<file path="config.mk">
export PLATFORM = sky130hd
export DESIGN_NAME = sd_hex_line_parser_flat
export DESIGN_NICKNAME = d
export VERILOG_FILES = /design/src/rtl/sd_hex_line_parser_if.sv /design/src/rtl/sd_hex_line_parser.sv /design/src/flat_wrapper.sv
export SDC_FILE = /design/constraint.sdc
export NUM_CORES = 1
export LEC_CHECK = 0
export CAP_MARGIN = 10
export CORE_ASPECT_RATIO = 0.7
export CORE_MARGIN = 2
export CORE_UTILIZATION = 40
export CTS_CLUSTER_SIZE = 30
export DETAILED_ROUTE_END_ITERATION = 7
export PLACE_DENSITY = 0.69
export SYNTH_ARGS = -nofsm -noshare
export SYNTH_HDL_FRONTEND = slang
export SYNTH_SLANG_ARGS = --single-unit
export TNS_END_PERCENT = 1
</file>
<file path="constraint.sdc">
create_clock -name clk -period 8.5 [get_ports clk]
set_clock_uncertainty 0.15 [all_clocks]
set_input_delay 1.275 -clock clk [delete_from_list [all_inputs] [get_ports clk]]
set_output_delay 1.275 -clock clk [all_outputs]
set_load 0.05 [all_outputs]
</file>
<file path="src/rtl/sd_hex_line_parser_if.sv">
// Byte-stream in / packed-line out bundle for sd_hex_line_parser.
// The master drives bytes and ready; the slave (the parser) returns lines, valid and status pulses.
interface sd_hex_line_parser_if #(
    parameter int unsigned OW = 64
);
    logic          outreq;
    logic [7:0]    outbyte;
    logic [OW-1:0] sd_data;
    logic          sd_data_valid;
    logic          sd_data_ready;
    logic          parse_err;
    logic          ovf_err;
    logic          stream_done;

    modport master (
        output outreq, outbyte, sd_data_ready,
        input  sd_data, sd_data_valid, parse_err, ovf_err, stream_done
    );

    modport slave (
        input  outreq, outbyte, sd_data_ready,
        output sd_data, sd_data_valid, parse_err, ovf_err, stream_done
    );
endinterface

</file>
<file path="src/rtl/sd_hex_line_parser.sv">
// ASCII-hex line parser: LF-started lines of comma-terminated hex fields -> one packed word per line.
// Optional build macro SD_LINE_CNT_EN adds a 16-bit count of lines loaded into the output register.
module sd_hex_line_parser #(
    parameter int unsigned DIGITS         = 8,
    parameter int unsigned WORDS_PER_LINE = 2
) (
    input  logic                  clk,
    input  logic                  rst,
    sd_hex_line_parser_if.slave   bus
`ifdef SD_LINE_CNT_EN
    ,
    output logic [15:0]           line_cnt
`endif
);
    localparam int unsigned FW = 4 * DIGITS;
    localparam int unsigned OW = WORDS_PER_LINE * FW;
    localparam int unsigned CW = $clog2(DIGITS + 1);
    localparam int unsigned IW = (WORDS_PER_LINE > 1) ? $clog2(WORDS_PER_LINE) : 1;

    localparam logic [7:0] CH_LF    = 8'h0A;
    localparam logic [7:0] CH_CR    = 8'h0D;
    localparam logic [7:0] CH_COMMA = 8'h2C;
    localparam logic [7:0] CH_SLASH = 8'h2F;

    typedef enum logic [0:0] {IDLE, COLLECT} state_t;

    state_t         state_q, state_d;
    logic [FW-1:0]  acc_q, acc_d;
    logic [CW-1:0]  cnt_q, cnt_d;
    logic [IW-1:0]  idx_q, idx_d;
    logic [FW-1:0]  fields_q [WORDS_PER_LINE];
    logic [FW-1:0]  fields_d [WORDS_PER_LINE];
    logic [OW-1:0]  data_q, data_d;
    logic           valid_q, valid_d;
    logic           perr_q, perr_d;
    logic           ovf_q, ovf_d;
    logic           sdone_q, sdone_d;
    logic           load;
    logic           line_done;
    logic [OW-1:0]  line_w;
    logic           is_hex;
    logic [3:0]     nib;
`ifdef SD_LINE_CNT_EN
    logic [15:0]    lcnt_q, lcnt_d;
`endif

    always_comb begin
        is_hex = 1'b0;
        nib    = '0;
        if (bus.outbyte >= "0" && bus.outbyte <= "9") begin
            is_hex = 1'b1;
            nib    = bus.outbyte[3:0];
        end else if ((bus.outbyte >= "A" && bus.outbyte <= "F") ||
                     (bus.outbyte >= "a" && bus.outbyte <= "f")) begin
            is_hex = 1'b1;
            nib    = bus.outbyte[3:0] + 4'd9;
        end
    end

    // Completed line: stored fields in the upper slots, the live accumulator is the last field.
    always_comb begin
        line_w = '0;
        for (int unsigned i = 0; i + 1 < WORDS_PER_LINE; i++) begin
            line_w[OW-1-i*FW -: FW] = fields_q[i];
        end
        line_w[FW-1:0] = acc_q;
    end

    always_comb begin
        state_d   = state_q;
        acc_d     = acc_q;
        cnt_d     = cnt_q;
        idx_d     = idx_q;
        fields_d  = fields_q;
        data_d    = data_q;
        valid_d   = valid_q;
        perr_d    = 1'b0;
        ovf_d     = 1'b0;
        sdone_d   = 1'b0;
        line_done = 1'b0;
        load      = 1'b0;

        if (bus.outreq && bus.outbyte != CH_CR) begin
            unique case (state_q)
                IDLE: begin
                    if (bus.outbyte == CH_LF) begin
                        state_d = COLLECT;
                        acc_d   = '0;
                        cnt_d   = '0;
                        idx_d   = '0;
                    end else if (bus.outbyte == CH_SLASH) begin
                        sdone_d = 1'b1;
                    end
                end
                COLLECT: begin
                    if (is_hex) begin
                        if (cnt_q == CW'(DIGITS)) begin
                            perr_d  = 1'b1;
                            state_d = IDLE;
                        end else begin
                            acc_d = (acc_q << 4) | FW'(nib);
                            cnt_d = cnt_q + CW'(1);
                        end
                    end else if (bus.outbyte == CH_COMMA) begin
                        if (cnt_q == '0) begin
                            perr_d  = 1'b1;
                            state_d = IDLE;
                        end else if (idx_q == IW'(WORDS_PER_LINE - 1)) begin
                            line_done = 1'b1;
                            state_d   = IDLE;
                        end else begin
                            fields_d[idx_q] = acc_q;
                            idx_d = idx_q + IW'(1);
                            acc_d = '0;
                            cnt_d = '0;
                        end
                    end else if (bus.outbyte == CH_LF) begin
                        acc_d = '0;
                        cnt_d = '0;
                        idx_d = '0;
                    end else if (bus.outbyte == CH_SLASH) begin
                        sdone_d = 1'b1;
                        state_d = IDLE;
                    end else begin
                        perr_d  = 1'b1;
                        state_d = IDLE;
                    end
                end
                default: state_d = IDLE;
            endcase
        end

        // A line can load into the holding register in the same cycle the old one is consumed.
        if (line_done) begin
            if (!valid_q || bus.sd_data_ready) begin
                data_d  = line_w;
                valid_d = 1'b1;
                load    = 1'b1;
            end else begin
                ovf_d = 1'b1;
            end
        end else if (valid_q && bus.sd_data_ready) begin
            valid_d = 1'b0;
        end
    end

`ifdef SD_LINE_CNT_EN
    always_comb begin
        lcnt_d = lcnt_q;
        if (sdone_d) begin
            lcnt_d = '0;
        end else if (load) begin
            lcnt_d = lcnt_q + 16'd1;
        end
    end
`endif

    always_ff @(posedge clk or posedge rst) begin
        if (rst) begin
            state_q  <= IDLE;
            acc_q    <= '0;
            cnt_q    <= '0;
            idx_q    <= '0;
            fields_q <= '{default: '0};
            data_q   <= '0;
            valid_q  <= 1'b0;
            perr_q   <= 1'b0;
            ovf_q    <= 1'b0;
            sdone_q  <= 1'b0;
`ifdef SD_LINE_CNT_EN
            lcnt_q   <= '0;
`endif
        end else begin
            state_q  <= state_d;
            acc_q    <= acc_d;
            cnt_q    <= cnt_d;
            idx_q    <= idx_d;
            fields_q <= fields_d;
            data_q   <= data_d;
            valid_q  <= valid_d;
            perr_q   <= perr_d;
            ovf_q    <= ovf_d;
            sdone_q  <= sdone_d;
`ifdef SD_LINE_CNT_EN
            lcnt_q   <= lcnt_d;
`endif
        end
    end

    assign bus.sd_data       = data_q;
    assign bus.sd_data_valid = valid_q;
    assign bus.parse_err     = perr_q;
    assign bus.ovf_err       = ovf_q;
    assign bus.stream_done   = sdone_q;
`ifdef SD_LINE_CNT_EN
    assign line_cnt          = lcnt_q;
`endif

endmodule

</file>
<file path="src/flat_wrapper.sv">
// flat-port wrapper written by rule: the top's interface ports become plain ports
module sd_hex_line_parser_flat 
#(
    parameter int unsigned DIGITS         = 8,
    parameter int unsigned WORDS_PER_LINE = 2
)
  (clk, rst, bus_outreq, bus_outbyte, bus_sd_data_ready, bus_sd_data, bus_sd_data_valid, bus_parse_err, bus_ovf_err, bus_stream_done);
  sd_hex_line_parser_if #(.OW(((2) * (4 * DIGITS)))) bus_i ();
  input  logic clk;
  input  logic rst;
  input wire logic [$bits(bus_i.outreq)-1:0] bus_outreq;
  input wire logic [$bits(bus_i.outbyte)-1:0] bus_outbyte;
  input wire logic [$bits(bus_i.sd_data_ready)-1:0] bus_sd_data_ready;
  output wire logic [$bits(bus_i.sd_data)-1:0] bus_sd_data;
  output wire logic [$bits(bus_i.sd_data_valid)-1:0] bus_sd_data_valid;
  output wire logic [$bits(bus_i.parse_err)-1:0] bus_parse_err;
  output wire logic [$bits(bus_i.ovf_err)-1:0] bus_ovf_err;
  output wire logic [$bits(bus_i.stream_done)-1:0] bus_stream_done;
  assign bus_i.outreq = bus_outreq;
  assign bus_i.outbyte = bus_outbyte;
  assign bus_i.sd_data_ready = bus_sd_data_ready;
  assign bus_sd_data = bus_i.sd_data;
  assign bus_sd_data_valid = bus_i.sd_data_valid;
  assign bus_parse_err = bus_i.parse_err;
  assign bus_ovf_err = bus_i.ovf_err;
  assign bus_stream_done = bus_i.stream_done;
  sd_hex_line_parser #(.DIGITS(DIGITS), .WORDS_PER_LINE(WORDS_PER_LINE)) u_core (.clk(clk), .rst(rst), .bus(bus_i));
endmodule
</file>
; Yosys cells after proc, flatten, opt, wreduce, memory -nomap -nowiden
; Cells that the tools add are included.
[totals]
inputBits = 12
word_cells = 114
out_inout_bits = 68
ff_bits = 170
[classes]
bitwise = 6
n_reduce_logical = 16
add_sub_neg = 3
eq_ne = 11
magnitude_cmp = 8
muxes = 59
[ops]
columns = op, count
row1 = 32-bit two-way mux, 7
row2 = 64-bit bitwise mux, 1
row3 = 32-bit one-hot mux with 2 select lines, 1
row4 = 1-bit two-way mux, 37
row5 = 32-bit demux with 1-bit select, 1
row6 = 4-bit two-way mux, 8
row7 = 32-bit by 4-bit bitwise OR with 32-bit output, 1
row8 = 8-bit by 6-bit == test with 1-bit output (second input constant), 2
row9 = 8-bit by 7-bit greater-or-equal comparator with 1-bit output (second input constant), 2
row10 = 8-bit by 7-bit <= comparator with 1-bit output (second input constant), 2
row11 = 8-bit by 4-bit == test with 1-bit output (second input constant), 1
row12 = 8-bit by 6-bit greater-or-equal comparator with 1-bit output (second input constant), 1
row13 = 8-bit by 6-bit <= comparator with 1-bit output (second input constant), 1
row14 = 4-bit inequality test (second input constant), 2
row15 = 8-bit by 4-bit inequality test with 1-bit output (second input constant), 1
row16 = 4-bit one-hot mux with 2 select lines, 1
row17 = 1-bit logical AND, 6
row18 = 3-bit inequality test (second input constant), 2
row19 = 1-bit one-hot mux with 2 select lines, 3
row20 = 6-bit AND reduction, 1
row21 = 4-bit by 1-bit adder with 4-bit output (second input constant), 1
row22 = 4-bit adder (second input constant), 1
row23 = 4-bit == test (second input constant), 1
row24 = 4-bit logical NOT, 1
row25 = 12 further kinds, 18

; Logic depth before layout (Yosys ltp)
; Gate-level depths: netlist (run 1).
[logic_depth]
depth_word = 10
mapped_depth = 9
depth_no_buf = 7

; Least setup slack after synthesis (run 1)
; OpenSTA, ideal clock, no wires.
[synth_path]
kind = input-to-reg
start = input bus_outbyte[1]
end = register u_core.acc_q[0]
arrival_ps = 2969
stages = 9
path_slack_ps = 5260
t_required_ps = 8229
path_cell_list = inv_1 ha_1 o21bai_1 a2111o_1 a21o_1 a31o_1 buf_6 buf_6 a22o_1
[synth_via]
elab_chain_cells = 9
[synth_rtl]
columns = element, line
row1 = from (decl), flat_wrapper.sv:12  ; input wire logic [$bits(bus_i.outbyte)-1:0] bus_outbyte;
row2 = "8-bit by 7-bit greater-or-equal comparator with 1-bit output, or another cell as far along", sd_hex_line_parser.sv:53  ; end else if ((bus.outbyte >= "A" && bus.outbyte <= "F") ||
row3 = 1-bit logical AND (on tied branches), "sd_hex_line_parser.sv:53, sd_hex_line_parser.sv:54"
row4 = 1-bit logical OR, sd_hex_line_parser.sv:53
row5 = 4-bit two-way mux, sd_hex_line_parser.sv:53
row6 = 4-bit two-way mux, sd_hex_line_parser.sv:50  ; if (bus.outbyte >= "0" && bus.outbyte <= "9") begin
row7 = 32-bit by 4-bit bitwise OR with 32-bit output, sd_hex_line_parser.sv:101  ; acc_d = (acc_q << 4) | FW'(nib);
row8 = 32-bit two-way mux, sd_hex_line_parser.sv:97  ; if (cnt_q == CW'(DIGITS)) begin
row9 = 32-bit two-way mux, sd_hex_line_parser.sv:96  ; if (is_hex) begin
row10 = 32-bit one-hot mux with 2 select lines, sd_hex_line_parser.sv:84  ; unique case (state_q)
row11 = to (signal assigned), sd_hex_line_parser.sv:161  ; acc_q <= '0;
row12 = to (signal assigned), sd_hex_line_parser.sv:175  ; acc_q <= acc_d;
row13 = to (decl), sd_hex_line_parser.sv:28  ; logic [FW-1:0] acc_q, acc_d;
; Several ways; a longest one is shown, not always the timed one. The select of a mux whose other input is x is not followed.
; A chain may end at the register's enable or synchronous reset.

; Final worst setup path (run 1)
[layout_path]
start = input bus_outbyte[0]
end = register u_core.data_q[44], in the netlist u_core.bus.sd_data[44]
[layout_via]
elab_chain_cells = 9
[layout_rtl]
columns = element, line
row1 = "8-bit by 7-bit greater-or-equal comparator with 1-bit output, or another cell as far along", sd_hex_line_parser.sv:53
row2 = 1-bit logical AND (on tied branches), "sd_hex_line_parser.sv:53, sd_hex_line_parser.sv:54"
row3 = 1-bit logical OR, sd_hex_line_parser.sv:53
row4 = 1-bit two-way mux, sd_hex_line_parser.sv:53
row5 = 1-bit two-way mux, sd_hex_line_parser.sv:50
row6 = 1-bit two-way mux, sd_hex_line_parser.sv:96
row7 = 1-bit two-way mux, sd_hex_line_parser.sv:84
row8 = 1-bit two-way mux *, sd_hex_line_parser.sv:83  ; if (bus.outreq && bus.outbyte != CH_CR) begin
row9 = 2-bit AND reduction (no line) *, --
row10 = to (signal assigned), sd_hex_line_parser.sv:179  ; data_q <= data_d;
row11 = to (decl), sd_hex_line_parser.sv:33  ; logic [OW-1:0] data_q, data_d;
; Every way passes the cells marked *; elsewhere a longest branch is shown, timed or not.

==> metrics.cfg, run 1 <==
[status]
outcome=finished, final reports clean

[pwr]
power_frac_seq=0.429
clockPowerShare=0.543
fin_total_pwr_mw=1.55
p_leak_nw=3.47
cellPowerDensity_nw_per_um2=216
power_switching_uw=304
power_frac_comb=0.028
peakVddDrop_mv=0.155
p_int_mw=1.24
swShare=0.196

[drt]
antenna_left=0
vias=3340
vias_per_cell=5.15
routed_wl_um=11100
wl_per_cell_um=17.1
dr.pass1.iters=4
drc=0
dr.first_iter.drc_count=202

[global_route]
antenna_found_initial=0
grt_max_degree=79
grt_overflow=0
grt_pass1_vias=3381
track_usage=0.163
grt_pass1_wl_um=18300

[clock_network]
cts_setup_buffers=0
cts.sinks=138
cts_max_path_buffers=2
cts_tree=built
ctsResizeCount=0
clock_latency_ns=0.41
clk_pin_slew_ns=0.06
cts_buffers=17
holdBufCountCts=0
cts_root_buf=clkbuf_16
h-tree-depth=4

[synthesis]
synth_cells=365
synth-edff-count=0
ys_async_sr_fraction=1.00
synth_ff_type=dfrtp_1
syn_nets=384
yosys_register_bits=138
synth_area_per_cell_um2=15.1
netlist_top_cells_area=dfrtp_1 62%, mux2_2 12%, mux2_1 7.3%, a22o_1 5.4%, ha_1 1.6%
synth_top_area_share=0.625
ys_warn_count=0
syn_area_um2=5530
synth_cell_type_count=44
synth-seq-area-share=0.625
synth_top_cell_by_area=dfrtp_1

[setup_path]
r2r-start=u_core.cnt_q[0]$_DFFE_PP0P_
r2r_cells=6
cpMaxStageDelayCell=nand3_4
required_ns=8.63
crit_family=simple AND/OR/NAND/NOR gates
critPathMaxStageDelay_ns=0.72
cp.arrival_ns=4.31
r2r_end=u_core.bus.sd_data[44]$_DFFE_PP0P_
regToRegSetupSlack_ns=5.67
crit_path_end=u_core.bus.sd_data[44]$_DFFE_PP0P_
start_kind=input pin
crit_chain=clkdlybuf4s50_1 -> inv_1 -> ha_1 -> and4b_1 -> nand2_1 -> nor3_2 -> nand3_4 -> mux2_1
critPathMaxFanout=64
critPathKind=input pin to flop
critPathBufInv=2
endpoint_kind=flop
cp_num_cells=8
crit_start=bus_outbyte[0]

[sta]
hold_violations=0
worst_slew_pin_slew_ns=0.988
maxSlewHeadroom=0.341
slew_viol_final=0
setup_tns_ns=0
rsz0062_at_grt=no
timing.final.crit_share=0.492
max_freq_mhz=239
fin_crit_ns=4.18
setup_viol=0

[place]
dpl.hpwl_um=6760
port_buffers=79
globalplace.congestion=0.882

[die]
initial_core_util=0.415
die_w_um=145
rows=35
die_area_um2=14800
dieHeight_um=102
core-area_um2=13300
num_io_pins=80

[cells_and_area]
syn2layout_area_growth_pct=29.9
drive_gt1_frac=0.229
num_antenna_cells=0
layout.nets=469

[min_path]
hp-class=flop to flop

[flow_run]
timing.max_cap.violations=0

[sequential cells by signal, indices dropped and copies added (netlist names)]
signal and cells:
u_core.bus.ovf_err 1, u_core.bus.stream_done 1, u_core.acc_q 32, u_core.state_q 1, u_core.fields_q 32, u_core.bus.sd_data 64
u_core.cnt_q 4, u_core.bus.parse_err 1, u_core.idx_q 1, u_core.bus.sd_data_valid 1
[per-stage QoR]
stage | worst slack, ns | utilization | instance area [µm²] | std cells | hold WS (ns)
floorplan | 3.38 | - | 5530 | 365 | 0.300
CTS | 4.33 | 0.540 | 7180 | 648 | 0.331
global route | 4.14 | 0.540 | 7180 | 648 | 0.348
detailed placement | 3.89 | 0.488 | 6490 | 616 | 0.321
global placement | 4.02 | 0.488 | 6490 | 616 | 0.309
finish | 4.32 | 0.540 | 7180 | 648 | 0.324
[worst min path at each step]
stage	from	to	slack [ns]	depth (start not counted)
after floorplan	u_core.fields_q[56]$_DFFE_PP0P_	u_core.bus.sd_data[56]$_DFFE_PP0P_	0.30	1
after global placement	u_core.fields_q[35]$_DFFE_PP0P_	u_core.bus.sd_data[35]$_DFFE_PP0P_	0.31	1
after detailed placement	u_core.fields_q[48]$_DFFE_PP0P_	u_core.bus.sd_data[48]$_DFFE_PP0P_	0.32	1
after CTS	u_core.fields_q[55]$_DFFE_PP0P_	u_core.bus.sd_data[55]$_DFFE_PP0P_	0.33	1
after global routing	u_core.fields_q[55]$_DFFE_PP0P_	u_core.bus.sd_data[55]$_DFFE_PP0P_	0.35	1
final	u_core.fields_q[55]$_DFFE_PP0P_	u_core.bus.sd_data[55]$_DFFE_PP0P_	0.32	1
[power groups by stage]
stage	clock, mW	sequential, mW	combinational, mW
floorplan	0	0.676	0.0268
global placement	0	0.676	0.0422
detailed placement	0	0.677	0.0434
CTS	0.858	0.665	0.0438
global route	0.891	0.665	0.0484
finish	0.841	0.665	0.0426
[final cells by class]
class | instances | area [µm²]
timing repair buffer | 83 | 821
clock buffer | 23 | 508
inverter | 6 | 27.5
fill | 1102 | 6130
clock inverter | 9 | 181
multi-input combinational | 204 | 1960
tap | 185 | 231
sequential | 138 | 3450
[cell usage after synthesis, types with 2 or more instances]
master and instances:
inv_1 6, o31a_1 2, mux2_1 36, nand3_1 7, xnor2_1 2, o2111ai_1 2, ha_1 7, buf_6 4
buf_2 11, a22o_1 34, o21ai_0 5, a21bo_1 2, dfrtp_1 138, buf_4 2, nor2_1 6, mux2_2 61
and3_1 2, nor2b_1 3, nand2_1 10
[cells in the final DEF, fill, tap and decap left out, types with 3 or more instances in the layout]
master,count
dfrtp_1,138
clkdlybuf4s50_1,79
mux2_2,61
mux2_1,36
a22o_1,34
clkbuf_16,17
nand2_1,10
nand3_1,7
ha_1,7
nor2_1,6
clkbuf_8,6
inv_1,5
o21ai_0,5
bufinv_16,5
buf_4,4
nor2b_1,3
clkinvlp_4,3
[cells by family (layout without fill, tap and decap cells)]
kind of cell               count (synthesis)  in the layout  share of synthesized area
muxes                                     97             97                      0.198
xor gates and xnor gates                   2              2                    0.00317
AOI/OAI and AO/OA                         57             57                     0.0869
adders and majority gates                  7              7                     0.0158
buffers and inverters                     23            121                     0.0249
DFF                                      138            138                      0.625
and+or+nand+nor                           41             41                     0.0471
[routing by layer]
| metal | GRT usage | routed length [µm] |
|---|---|---|
| met1 | 0.234 | 5490 |
| met2 | 0.240 | 4970 |
| met3 | 0.0431 | 473 |
| met4 | 0.0627 | 125 |
| met5 | 0 | 0 |
Note: power is estimated with default switching activity, not from simulation.
==> run 2, diff against run 1 <==
Settings changed: PLACE_DENSITY 0.69 to 0.71.
Clock period 8.5 ns to 3.5 ns, I/O delays scaled along.
==> run 2 against run 1 <==
Against the previous run: worst setup slack worse by 3.7 ns; count of clock-buffer cells in the layout up 2; first-iteration DRC count up 2.5%; routed wire length down 2.2%; flip-flop and latch count unchanged; critical path type unchanged; largest power group unchanged.
==> metrics.cfg, run 2 (synthesis results as in run 1) <==
[sta]
whs_ns=0.332
setup_tns_ns=0
worst_slew_pin_slew_ns=0.684
setup_viol=0
max_freq_mhz=352
hold_violations=0
timing.final.crit_share=0.811
slew_viol_final=0
fin_crit_ns=2.84
rsz0062_at_grt=no
maxSlewHeadroom=0.543

[cells_and_area]
mostFrequentLayoutCells=138 x dfrtp_1, 79 x clkdlybuf4s50_1, 61 x mux2_2, 36 x mux2_1, 34 x a22o_1
final_cells=653
area.sequential_um2=3450
drive_gt1_frac=0.231
num_antenna_cells=0
syn2layout_area_growth_pct=29.8
nFillCells=1128
multi_input_area_um2=1960
mostFrequentLayoutCell=dfrtp_1
layout.nets=474
largest_reg_flops=64

[pwr]
cellPowerDensity_nw_per_um2=476
p_int_mw=2.71
swShare=0.205
power_switching_uw=701
peakVddDrop_mv=0.333
power_frac_comb=0.032
clockPowerShare=0.495
fin_total_pwr_mw=3.42
power_frac_seq=0.473
p_leak_nw=3.48

[die]
initial_core_util=0.415
core-area_um2=13300
dieHeight_um=102
num_io_pins=80
rows=35
die_area_um2=14800
die_w_um=145

[drt]
drc=0
dr.first_iter.drc_count=207
vias=3363
routed_wl_um=10800
dr.pass1.iters=5
wl_per_cell_um=16.6
vias_per_cell=5.15
antenna_left=0

[place]
globalplace.congestion=0.842
port_buffers=79
dp.cells=621
dpl.hpwl_um=6990

[setup_path]
cp.arrival_ns=2.97
critPathKind=input pin to flop
endpoint_kind=flop
critPathMaxFanout=64
required_ns=3.63
start_kind=input pin

[global_route]
grt_pass1_wl_um=18200
grt_max_degree=65
antenna_found_initial=0
grt_overflow=0
grt_pass1_vias=3376
track_usage=0.161

[clock_network]
cts_max_path_buffers=2
holdBufCountCts=0
clk_pin_slew_ns=0.05
cts_tree=built
cts_setup_buffers=0
clock_latency_ns=0.40
cts_buffers=17
cts.sinks=138
cts_root_buf=clkbuf_16
ctsResizeCount=0
h-tree-depth=4

[status]
outcome=finished, final reports clean

[flow_run]
timing.max_cap.violations=0

[min_path]
hp-class=flop to flop

-- run 2: cell types whose count changed in the layout (fill, tap and decap cells not counted), moves of 2 or more --
| cell | change |
|---|---|
| clkbuf_1 | +3 |
| clkinvlp_4 | -2 |
| clkinv_2 | +5 |
| inv_6 | -2 |
| buf_12 | +6 |
| bufinv_16 | -4 |
-- run 2: final cells by class --
class / count / share of cell area
inverter: 6 / 0.00366
timing repair buffer: 88 / 0.130
clock buffer: 25 / 0.0704
sequential: 138 / 0.481
tap: 185 / 0.0323
multi-input combinational: 204 / 0.273
clock inverter: 7 / 0.00889
-- run 2: path summary, 6_finish.rpt --
kind,start,end,slack [ns],cells after the start
max,bus_outbyte[0],u_core.bus.sd_data[39]$_DFFE_PP0P_,0.66,9
min,u_core.fields_q[33]$_DFFE_PP0P_,u_core.bus.sd_data[33]$_DFFE_PP0P_,0.33,1
max reg2reg,u_core.cnt_q[0]$_DFFE_PP0P_,u_core.bus.sd_data[7]$_DFFE_PP0P_,1.14,7
min reg2reg,u_core.fields_q[33]$_DFFE_PP0P_,u_core.bus.sd_data[33]$_DFFE_PP0P_,0.33,1
max in group asynchronous,rst,u_core.acc_q[17]$_DFFE_PP0P_,2.06,3
min in group asynchronous,rst,u_core.bus.sd_data[61]$_DFFE_PP0P_,0.43,2
-- run 2: metrics by stage --
step                area [µm²]  setup WS [ns]  utilization
floorplan                 5530           1.01            -
global placement          6610          0.384        0.496
detailed placement        6610          0.293        0.496
CTS                       7180          0.727        0.539
global route              7180          0.579        0.539
finish                    7180          0.660        0.539
-- run 2: critical path, cell delays in order --
cell and delay (ns):
clkdlybuf4s50_1 0.52, inv_1 0.15, ha_1 0.25, and4b_1 0.24, nand2_1 0.18, nor3_2 0.32, nand3_4 0.11, buf_12 0.20
mux2_1 0.38
-- run 2: routing by layer --
layer  GRT usage  routed length [µm]
met1       0.231                5420
met2       0.240                4860
met5           0                   0
met3      0.0450                 458
met4      0.0471                  80
-- run 2: power groups by stage --
| stage | Combinational [mW] | Sequential, mW | Clock (mW) |
|---|---|---|---|
| 2_1_floorplan | 0.0654 | 1.64 | 0 |
| 3_5_place_dp | 0.113 | 1.64 | 0 |
| 6_report | 0.111 | 1.61 | 1.69 |
| 5_1_grt | 0.126 | 1.62 | 1.81 |
| 3_3_place_gp | 0.110 | 1.64 | 0 |
| 4_1_cts | 0.114 | 1.61 | 1.73 |
